File: src/rtl/uart_tx_ctrl_if.sv
// Request/line-mux bundle between a UART payload source and uart_tx_ctrl.
// The source (master) offers a payload. The controller (slave) returns the
// line-mux select, the current payload bit, the parity bit and busy.
interface uart_tx_ctrl_if #(
    parameter int DATA_WIDTH = 8
) ();

    logic [DATA_WIDTH-1:0] p_data;
    logic                  data_valid;
    logic                  par_en;
    logic                  par_typ;
    logic [1:0]            mux_sel;
    logic                  ser_data;
    logic                  par_bit;
    logic                  busy;

    modport master (
        output p_data,
        output data_valid,
        output par_en,
        output par_typ,
        input  mux_sel,
        input  ser_data,
        input  par_bit,
        input  busy
    );

    modport slave (
        input  p_data,
        input  data_valid,
        input  par_en,
        input  par_typ,
        output mux_sel,
        output ser_data,
        output par_bit,
        output busy
    );

endinterface

File: src/rtl/uart_tx_ctrl.sv
// UART transmit controller.
// It sequences one frame: start, DATA_WIDTH payload bits sent LSB first,
// an optional parity bit, then stop. It also drives the select for an
// external registered line mux. One serial bit goes out per clk cycle.
// A new request is accepted in IDLE, or in STOP so that frames can run
// back-to-back without a gap. Outputs are Moore-decoded from the state
// registers, so no input reaches an output combinationally.
module uart_tx_ctrl #(
    parameter int DATA_WIDTH = 8
) (
    input  logic          clk,
    input  logic          rst,
    uart_tx_ctrl_if.slave bus
);

    localparam int              CNT_W    = $clog2(DATA_WIDTH);
    localparam logic [CNT_W-1:0] CNT_LAST = CNT_W'(DATA_WIDTH - 1);
    localparam logic [CNT_W-1:0] CNT_ONE  = CNT_W'(1);

    // Line-mux select codes.
    localparam logic [1:0] SEL_START  = 2'b00;
    localparam logic [1:0] SEL_DATA   = 2'b01;
    localparam logic [1:0] SEL_PARITY = 2'b10;
    localparam logic [1:0] SEL_STOP   = 2'b11;

    typedef enum logic [2:0] {
        IDLE   = 3'd0,
        START  = 3'd1,
        DATA   = 3'd2,
        PARITY = 3'd3,
        STOP   = 3'd4
    } state_t;

    state_t                state;
    logic [CNT_W-1:0]      bit_cnt;
    logic [DATA_WIDTH-1:0] data_reg;
    logic                  par_reg;
    logic                  par_en_reg;

    // A request is taken only when the line is idle or finishing a stop bit.
    logic accept;
    assign accept = bus.data_valid && ((state == IDLE) || (state == STOP));

    // Frame sequencer: state, bit counter and the payload latched at acceptance.
    // NOTE: every register here uses non-blocking assignment. All of them then
    // update together at the edge, and none sees another's new value early.
    always_ff @(posedge clk or negedge rst) begin
        if (!rst) begin
            // NOTE: the payload and parity registers are reset as well. Right
            // after reset, par_bit and the latched payload must read 0.
            state      <= IDLE;
            bit_cnt    <= '0;
            data_reg   <= '0;
            par_reg    <= 1'b0;
            par_en_reg <= 1'b0;
        end else begin
            if (accept) begin
                // Parity is taken from p_data itself, not from data_reg. The
                // value is then valid and constant for the whole frame.
                data_reg   <= bus.p_data;
                par_reg    <= (^bus.p_data) ^ bus.par_typ;
                par_en_reg <= bus.par_en;
            end

            case (state)
                IDLE: begin
                    bit_cnt <= '0;
                    if (accept) begin
                        state <= START;
                    end
                end

                START: begin
                    bit_cnt <= '0;
                    state   <= DATA;
                end

                DATA: begin
                    if (bit_cnt == CNT_LAST) begin
                        bit_cnt <= '0;
                        state   <= par_en_reg ? PARITY : STOP;
                    end else begin
                        bit_cnt <= bit_cnt + CNT_ONE;
                    end
                end

                PARITY: begin
                    bit_cnt <= '0;
                    state   <= STOP;
                end

                STOP: begin
                    bit_cnt <= '0;
                    state   <= accept ? START : IDLE;
                end

                // Any unused encoding falls back to IDLE on the next edge.
                default: begin
                    bit_cnt <= '0;
                    state   <= IDLE;
                end
            endcase
        end
    end

    // Moore decode of the line-mux select, the payload bit and busy.
    // NOTE: every output gets a default first. No path through the case can
    // leave one unassigned, so no latch is inferred.
    always_comb begin
        bus.mux_sel  = SEL_STOP;
        bus.ser_data = 1'b0;
        bus.busy     = 1'b1;
        case (state)
            IDLE: begin
                bus.busy = 1'b0;
            end
            START: begin
                bus.mux_sel = SEL_START;
            end
            DATA: begin
                bus.mux_sel  = SEL_DATA;
                bus.ser_data = data_reg[bit_cnt];
            end
            PARITY: begin
                bus.mux_sel = SEL_PARITY;
            end
            STOP: begin
                bus.mux_sel = SEL_STOP;
            end
            default: begin
                bus.busy = 1'b0;
            end
        endcase
    end

    assign bus.par_bit = par_reg;

endmodule

File: src/flat_wrapper.sv
// flat-port wrapper written by rule: the top's interface ports become plain ports
module uart_tx_ctrl_flat 
#(
    parameter int DATA_WIDTH = 8
)
  (clk, rst, bus_p_data, bus_data_valid, bus_par_en, bus_par_typ, bus_mux_sel, bus_ser_data, bus_par_bit, bus_busy);
  uart_tx_ctrl_if #(.DATA_WIDTH(DATA_WIDTH)) bus_i ();
  input  logic clk;
  input  logic rst;
  input wire logic [$bits(bus_i.p_data)-1:0] bus_p_data;
  input wire logic [$bits(bus_i.data_valid)-1:0] bus_data_valid;
  input wire logic [$bits(bus_i.par_en)-1:0] bus_par_en;
  input wire logic [$bits(bus_i.par_typ)-1:0] bus_par_typ;
  output wire logic [$bits(bus_i.mux_sel)-1:0] bus_mux_sel;
  output wire logic [$bits(bus_i.ser_data)-1:0] bus_ser_data;
  output wire logic [$bits(bus_i.par_bit)-1:0] bus_par_bit;
  output wire logic [$bits(bus_i.busy)-1:0] bus_busy;
  assign bus_i.p_data = bus_p_data;
  assign bus_i.data_valid = bus_data_valid;
  assign bus_i.par_en = bus_par_en;
  assign bus_i.par_typ = bus_par_typ;
  assign bus_mux_sel = bus_i.mux_sel;
  assign bus_ser_data = bus_i.ser_data;
  assign bus_par_bit = bus_i.par_bit;
  assign bus_busy = bus_i.busy;
  uart_tx_ctrl #(.DATA_WIDTH(DATA_WIDTH)) u_core (.clk(clk), .rst(rst), .bus(bus_i));
endmodule
File: config.mk
export PLATFORM = sky130hd
export DESIGN_NAME = uart_tx_ctrl_flat
export DESIGN_NICKNAME = d
export VERILOG_FILES = /design/src/rtl/uart_tx_ctrl_if.sv /design/src/rtl/uart_tx_ctrl.sv /design/src/flat_wrapper.sv
export SDC_FILE = /design/constraint.sdc
export NUM_CORES = 1
export LEC_CHECK = 0
export ABC_AREA = 1
export CAP_MARGIN = 20
export CORE_AREA = 2 2 45 47
export CTS_CLUSTER_SIZE = 14
export DETAILED_ROUTE_END_ITERATION = 16
export DIE_AREA = 0 0 47 49
export GPL_ROUTABILITY_DRIVEN = 0
export PLACE_DENSITY = 0.78
export SYNTH_ARGS = -nofsm -noshare
export SYNTH_HDL_FRONTEND = slang
export SYNTH_SLANG_ARGS = --single-unit
File: constraint.sdc
create_clock -name clk -period 2.6 [get_ports clk]
set_input_delay 0.26 -clock clk [delete_from_list [all_inputs] [get_ports clk]]
set_output_delay 0.26 -clock clk [all_outputs]
set_load 0.01 [all_outputs]
==> impl_metrics.py, run 1 <==
metrics = {
    "global_routing": {
        "global_route_wire_length_before_repair_mm": 2.95,
        "globalRouteMet3Util": 0.0333,
        "grt_util_all_layers": 0.183,
        "grt_max_degree": 18,
        "top_usage_layer": "met2",
        "grt_overflow_total": 0,
        "use_met2": 0.283,
        "number_of_global_route_vias_before_repair": 722,
        "antenna_found_initial": 0,
        "grt.met1_usage": 0.227,
    },
    "sta": {
        "maximum_frequency_from_static_timing_analysis_ghz": 0.472,
        "relSlewSlack": 0.518,
        "final_hold_viol_count": 0,
        "drv_slew": 0,
        "post-route-period-util": 0.816,
        "setup_viol": 0,
        "setup_tns_ns": 0,
        "finalClockSkew_ns": 0.00151,
        "hold-worst-slack_ns": 0.390,
        "rsz_0062_raised_after_global_routing": "false",
        "min_period_ns": 2.12,
        "timing_worst_slew_pin_value_ns": 0.720,
    },
    "placement": {
        "detailed_place_hpwl_mm": 1.39,
        "buffer_ports.inserted": 17,
        "dpl_cell_area_um2": 1100,
    },
    "critical_path": {
        "required_ns": 2.34,
        "crit_path_cell_trace": "nor2_1 > nor2_1 > o21ai_0 > o21ai_0 > nor2_1 > nor2_1 > clkdlybuf4s50_1",
        "path_max_fanout": 7,
        "bufs_and_invs_on_worst_path": 1,
        "worst_setup_sp_type": "flip-flop",
        "timing.critical_path.mode_cell": "nor2_1",
        "cp_top_family": "buffers and inverters",
        "timing_worst_setup_path_type": "flip-flop to output pin",
        "cp.arrival_ns": 1.86,
        "slowest_stage_cell_cp": "clkdlybuf4s50_1",
        "critical-path-max-stage-delay_ns": 0.54,
        "cp-end-kind": "output pin",
    },
    "clock_tree": {
        "clockBufferDepth": 2,
        "htree_levels": 1,
        "clk_transition_reported_paths_ns": 0.09,
        "cts-hold-fix-buffers": 0,
        "ctsRootBufferMaster": "clkbuf_4",
        "insertion_delay_ns": 0.29,
        "cts_made_buffers": 3,
        "post_cts_sizing": 0,
        "tritoncts": "done",
        "post_cts_setup_repair_buffer_count": 0,
        "cts.sink_count": 16,
    },
    "final_layout": {
        "synthToLayoutAreaGrowth_pct": 26.2,
        "antenna_diode_count": 0,
        "finalInstanceArea_um2": 1130,
        "largest_register_ff_count": 8,
        "layout.nets": 158,
        "layout-drive-gt1-share": 0.0986,
    },
    "synth": {
        "synth_area_um2": 898,
        "synth_largest_type_area_fraction": 0.446,
        "netlist_top_cells_count": "nand2_1, dfrtp_1, nor2_1",
        "synth.mux.area_fraction": 0,
        "synth_area_leader_cell": "dfrtp_1",
        "yosysSeqAreaShare": 0.446,
        "fraction_of_synthesized_cell_area_in_xor_and_xnor_cells": 0.00975,
        "synthesis.yosys.warnings": 0,
        "dominantRegCellSynth": "dfrtp_1",
        "synth_compound_gate_area_share": 0.125,
        "yosys.cell_types.count": 19,
        "postSynthCellCount": 122,
        "synth.top_cells.by_area": "dfrtp_1, nand2_1, o21ai_0, nor2_1, inv_1",
        "synthSimpleGateAreaFrac": 0.319,
        "mappedNetlistNets": 137,
        "synth-seq-cells": 16,
        "yosys.area_share.adder": 0.0279,
        "synth_enable_flop_cells": 0,
        "yosys.cell_count.top_type": "nand2_1",
        "post_synth.cell_area_avg_um2": 7.36,
        "synth_top_family_by_area": "simple AND/OR/NAND/NOR gates",
        "asyncSetResetFlopFracSynth": 1.00,
    },
    "run_status": {
        "run_status": "complete, no violations",
    },
    "floorplanning": {
        "die-width_um": 47,
        "die_h_um": 49,
        "top_level_ports": 18,
        "die_area_um2": 2300,
        "core_region_area_um2": 1840,
        "start_util": 0.488,
        "row_count": 16,
    },
    "pwr": {
        "power-per-cell-area_nw_per_um2": 991,
        "ir_worst_vdd_mv": 0.526,
        "leakage_power_nw": 0.583,
    },
    "route": {
        "post-route-drc-count": 0,
        "ant_nets": 0,
        "post_drt_wl_per_cell_um": 10.0,
        "vias_per_cell": 4.82,
        "total_via_count_after_detailed_routing": 814,
        "dr.pass1.iters": 4,
        "drtIter0Drc": 20,
        "wl_mm": 1.70,
    },
    "run": {
        "maxCapViolCount": 0,
    },
    "worst_hold_path": {
        "hp-class": "input port to asynchronous set/reset pin",
    },
}
==> through the flow <==
stage	total power, mW	utilization	instances	worst slack [ns]
after CTS	1.13	0.615	169	0.474
final	1.12	0.615	169	0.479
after global routing	1.22	0.615	169	0.336
after global placement	0.931	0.596	165	0.948
after detailed placement	0.966	0.596	165	0.801
after floorplan	0.771	-	122	1.30
==> cells by family (layout without fill, tap and decap cells) <==
logic type,after synthesis,count (layout)
and+or+nand+nor,69,69
AOI/OAI and AO/OA,17,17
buffers and inverters,17,37
DFF,16,16
adders and majority gates,2,2
xor gates and xnor gates,1,1
==> layout by cell type (no fill, tap or decap), types with 2 or more instances in the layout <==
cell type	synthesis	final
clkdlybuf4s50_1	0	17
inv_1	14	14
nor2_1	15	15
ha_1	2	2
inv_2	2	2
clkbuf_4	0	3
o21ai_0	12	12
dfrtp_1	16	16
nand2_1	43	43
nand3_1	6	6
nand2_2	2	2
==> final cells by class <==
class                      instances  area, um2
inverter                          16       60.1
fill                             176        708
timing repair buffer              17        170
clock buffer                       4       36.3
tap                               27       33.8
sequential                        16        400
multi-input combinational         89        433
==> routing by layer <==
metal | vias to the layer above | wire, um | share of wire
li1 | 418 | - | -
met1 | 364 | 735 | 0.43
met2 | 25 | 821 | 0.48
met3 | 7 | 80 | 0.047
met4 | 0 | 58 | 0.034
met5 | - | 0 | 0
==> final timing paths <==
check	slack, ns	startpoint	depth (start not counted)	endpoint
worst max register to register	1.19	u_core.bit_cnt[0]$_DFF_PN0_	5	u_core.state[0]$_DFFE_PN0P_
max in group asynchronous	1.76	rst	1	u_core.state[0]$_DFFE_PN0P_
worst min register to register	0.48	u_core.bus.par_bit$_DFFE_PN0P_	2	u_core.bus.par_bit$_DFFE_PN0P_
min in group clk	0.48	u_core.bus.par_bit$_DFFE_PN0P_	2	u_core.bus.par_bit$_DFFE_PN0P_
worst max-delay path	0.48	u_core.bit_cnt[0]$_DFF_PN0_	7	bus_ser_data
worst min-delay path	0.39	rst	1	u_core.state[1]$_DFFE_PN0P_
==> report_power, final <==
| group | switching (mW) | leakage, nW | total (mW) | internal [mW] |
|---|---|---|---|---|
| Sequential | 0.0826 | 0.203 | 0.436 | 0.353 |
| Combinational | 0.286 | 0.358 | 0.521 | 0.235 |
| Clock | 0.0813 | 0.0210 | 0.167 | 0.0854 |
Power figures use the tool's default switching activity.
==> inputs of run 2 (changes only) <==
--- a/config.mk
+++ b/config.mk
@@ -7,12 +7,12 @@
 export LEC_CHECK = 0
 export ABC_AREA = 1
 export CAP_MARGIN = 20
-export CORE_AREA = 2 2 45 47
+export CORE_AREA = 2 2 46 48
 export CTS_CLUSTER_SIZE = 14
 export DETAILED_ROUTE_END_ITERATION = 16
-export DIE_AREA = 0 0 47 49
+export DIE_AREA = 0 0 48 50
 export GPL_ROUTABILITY_DRIVEN = 0
-export PLACE_DENSITY = 0.78
+export PLACE_DENSITY = 0.75
 export SYNTH_ARGS = -nofsm -noshare
 export SYNTH_HDL_FRONTEND = slang
 export SYNTH_SLANG_ARGS = --single-unit
==> constraint.sdc (replaced) <==
create_clock -name clk -period 2.16 [get_ports clk]
set_input_delay 0.216 -clock clk [delete_from_list [all_inputs] [get_ports clk]]
set_output_delay 0.216 -clock clk [all_outputs]
set_load 0.01 [all_outputs]
==> run 2 against run 1 <==
Net effect: worst hold slack got worse by 0.039 ns; die area rose by 4.2%; clock skew rose by 0.0015 ns; register-to-register slack got worse by 0.40 ns; clock power rose by 14%; flip-flop and latch count did not move.
==> impl_metrics.py, run 2 (same netlist as run 1, synthesis figures left out) <==
metrics = {
    "run_status": {
        "run_status": "complete, no violations",
    },
    "clock_tree": {
        "cts_made_buffers": 3,
        "clk_transition_reported_paths_ns": 0.09,
        "insertion_delay_ns": 0.28,
        "post_cts_setup_repair_buffer_count": 0,
        "post_cts_sizing": 0,
        "ctsRootBufferMaster": "clkbuf_4",
        "cts-hold-fix-buffers": 0,
        "cts.sink_count": 16,
        "clockBufferDepth": 2,
        "tritoncts": "done",
        "htree_levels": 1,
    },
    "route": {
        "dr.pass1.iters": 4,
        "wl_mm": 1.64,
        "drtIter0Drc": 7,
        "post_drt_wl_per_cell_um": 9.72,
        "detail_route.wirelength.met1_um": 740,
        "total_via_count_after_detailed_routing": 815,
        "vias_per_cell": 4.82,
        "route.met2.wl_um": 828,
        "post-route-drc-count": 0,
        "maxUsedRoutingLayer": "met4",
        "routed-wl-met3_um": 51,
        "ant_nets": 0,
    },
    "placement": {
        "buffer_ports.inserted": 17,
        "placed_cells": 165,
        "preCtsSetupSlack_ns": 0.541,
        "detailed_place_hpwl_mm": 1.36,
    },
    "final_layout": {
        "multi_input_comb_area_um2": 433,
        "filler_cell_count": 171,
        "antenna_diode_count": 0,
        "synthToLayoutAreaGrowth_pct": 26.2,
        "layout-drive-gt1-share": 0.0986,
        "layout_common_cells": "nand2_1, clkdlybuf4s50_1, dfrtp_1",
        "largest_register_ff_count": 8,
        "final_common_cell": "nand2_1",
        "layout.nets": 158,
        "area.sequential_um2": 400,
        "layoutNonFillerInstCount": 169,
        "post-route-util": 0.596,
    },
    "global_routing": {
        "number_of_global_route_vias_before_repair": 773,
        "antenna_found_initial": 0,
        "grt_max_degree": 18,
        "grt_overflow_total": 0,
        "global_route_wire_length_before_repair_mm": 2.93,
        "grt_util_all_layers": 0.167,
    },
    "pwr": {
        "fraction_of_power_consumed_by_combinational_cells": 0.463,
        "ir_worst_vdd_mv": 0.483,
        "leakage_power_nw": 0.583,
        "power-per-cell-area_nw_per_um2": 1180,
        "power.sequential.fraction": 0.394,
        "switching_share": 0.391,
        "net-switching-power_mw": 0.521,
        "clockPowerShare": 0.143,
        "power.internal_mw": 0.811,
    },
    "floorplanning": {
        "die_h_um": 50,
        "start_util": 0.472,
        "top_level_ports": 18,
        "die_area_um2": 2400,
        "core_region_area_um2": 1900,
        "die-width_um": 48,
        "row_count": 16,
    },
    "critical_path": {
        "timing_worst_setup_path_type": "flip-flop to output pin",
        "regToRegSetupSlack_ns": 0.79,
        "cp_top_family": "buffers and inverters",
        "required_ns": 1.94,
        "worst_setup_sp_type": "flip-flop",
        "path_max_fanout": 7,
        "crit_path_cell_trace": "inv_1 > nor2_1 > o21ai_0 > nor2_1 > nor2_1 > clkdlybuf4s50_1",
        "cp-end-kind": "output pin",
        "cp.arrival_ns": 1.71,
        "bufs_and_invs_on_worst_path": 2,
        "critical-path-max-stage-delay_ns": 0.53,
        "timing.critical_path.mode_cell": "nor2_1",
        "slowest_stage_cell_cp": "clkdlybuf4s50_1",
    },
    "sta": {
        "setup_viol": 0,
        "maximum_frequency_from_static_timing_analysis_ghz": 0.520,
        "finalWorstSetupSlack_ns": 0.235,
        "final_hold_viol_count": 0,
        "rsz_0062_raised_after_global_routing": "false",
        "finalClockSkew_ns": 0.00300,
        "timing_worst_slew_pin_value_ns": 0.697,
        "relSlewSlack": 0.534,
        "min_period_ns": 1.92,
        "setup_tns_ns": 0,
        "hold-worst-slack_ns": 0.351,
        "drv_slew": 0,
        "post-route-period-util": 0.891,
    },
    "run": {
        "maxCapViolCount": 0,
    },
    "worst_hold_path": {
        "hp-class": "input port to asynchronous set/reset pin",
    },
}
run 2: power groups by stage:
stage	Clock, mW	Sequential, mW	Combinational (mW)
finish	0.191	0.524	0.618
global route	0.213	0.540	0.701
detailed placement	0	0.530	0.621
CTS	0.198	0.523	0.625
floorplan	0	0.508	0.419
global placement	0	0.524	0.601
run 2: per-layer routing:
metal	vias to the layer above	track usage
met1	374	0.204
met3	2	0.0220
met4	0	0.0901
met2	16	0.271
li1	423	-
met5	-	0
run 2: area by class of cell:
cell class	count	share of cell area
clock buffer	4	0.0320
tap	27	0.0298
timing repair buffer	17	0.150
multi-input combinational	89	0.382
sequential	16	0.353
inverter	16	0.0530
run 2: path summary, 6_finish.rpt:
check / from / end / cells past startpoint
worst min-delay path: rst / u_core.data_reg[0]$_DFFE_PN0P_ / 1
worst min register to register: u_core.data_reg[4]$_DFFE_PN0P_ / u_core.data_reg[4]$_DFFE_PN0P_ / 2
worst max register to register: u_core.bit_cnt[0]$_DFF_PN0_ / u_core.state[0]$_DFFE_PN0P_ / 5
worst max-delay path: u_core.bit_cnt[0]$_DFF_PN0_ / bus_ser_data / 6
min in group clk: u_core.data_reg[4]$_DFFE_PN0P_ / u_core.data_reg[4]$_DFFE_PN0P_ / 2
max in group asynchronous: rst / u_core.bit_cnt[0]$_DFF_PN0_ / 1
run 2: per-stage QoR:
stage | power, mW | instance area (um2)
6_report | 1.33 | 1130
5_1_grt | 1.45 | 1130
3_5_place_dp | 1.15 | 1100
2_1_floorplan | 0.928 | 898
4_1_cts | 1.35 | 1130
3_3_place_gp | 1.13 | 1100
run 2: worst register-to-register path: cells and delay by family (launching register included):
kind / cells / cell delay [ns]
flip-flops: 1 / 0.45
AO/OA/AOI/OAI: 2 / 0.13
adder cells (fa/ha/maj): 2 / 0.39
AND/OR/NAND/NOR: 1 / 0.28
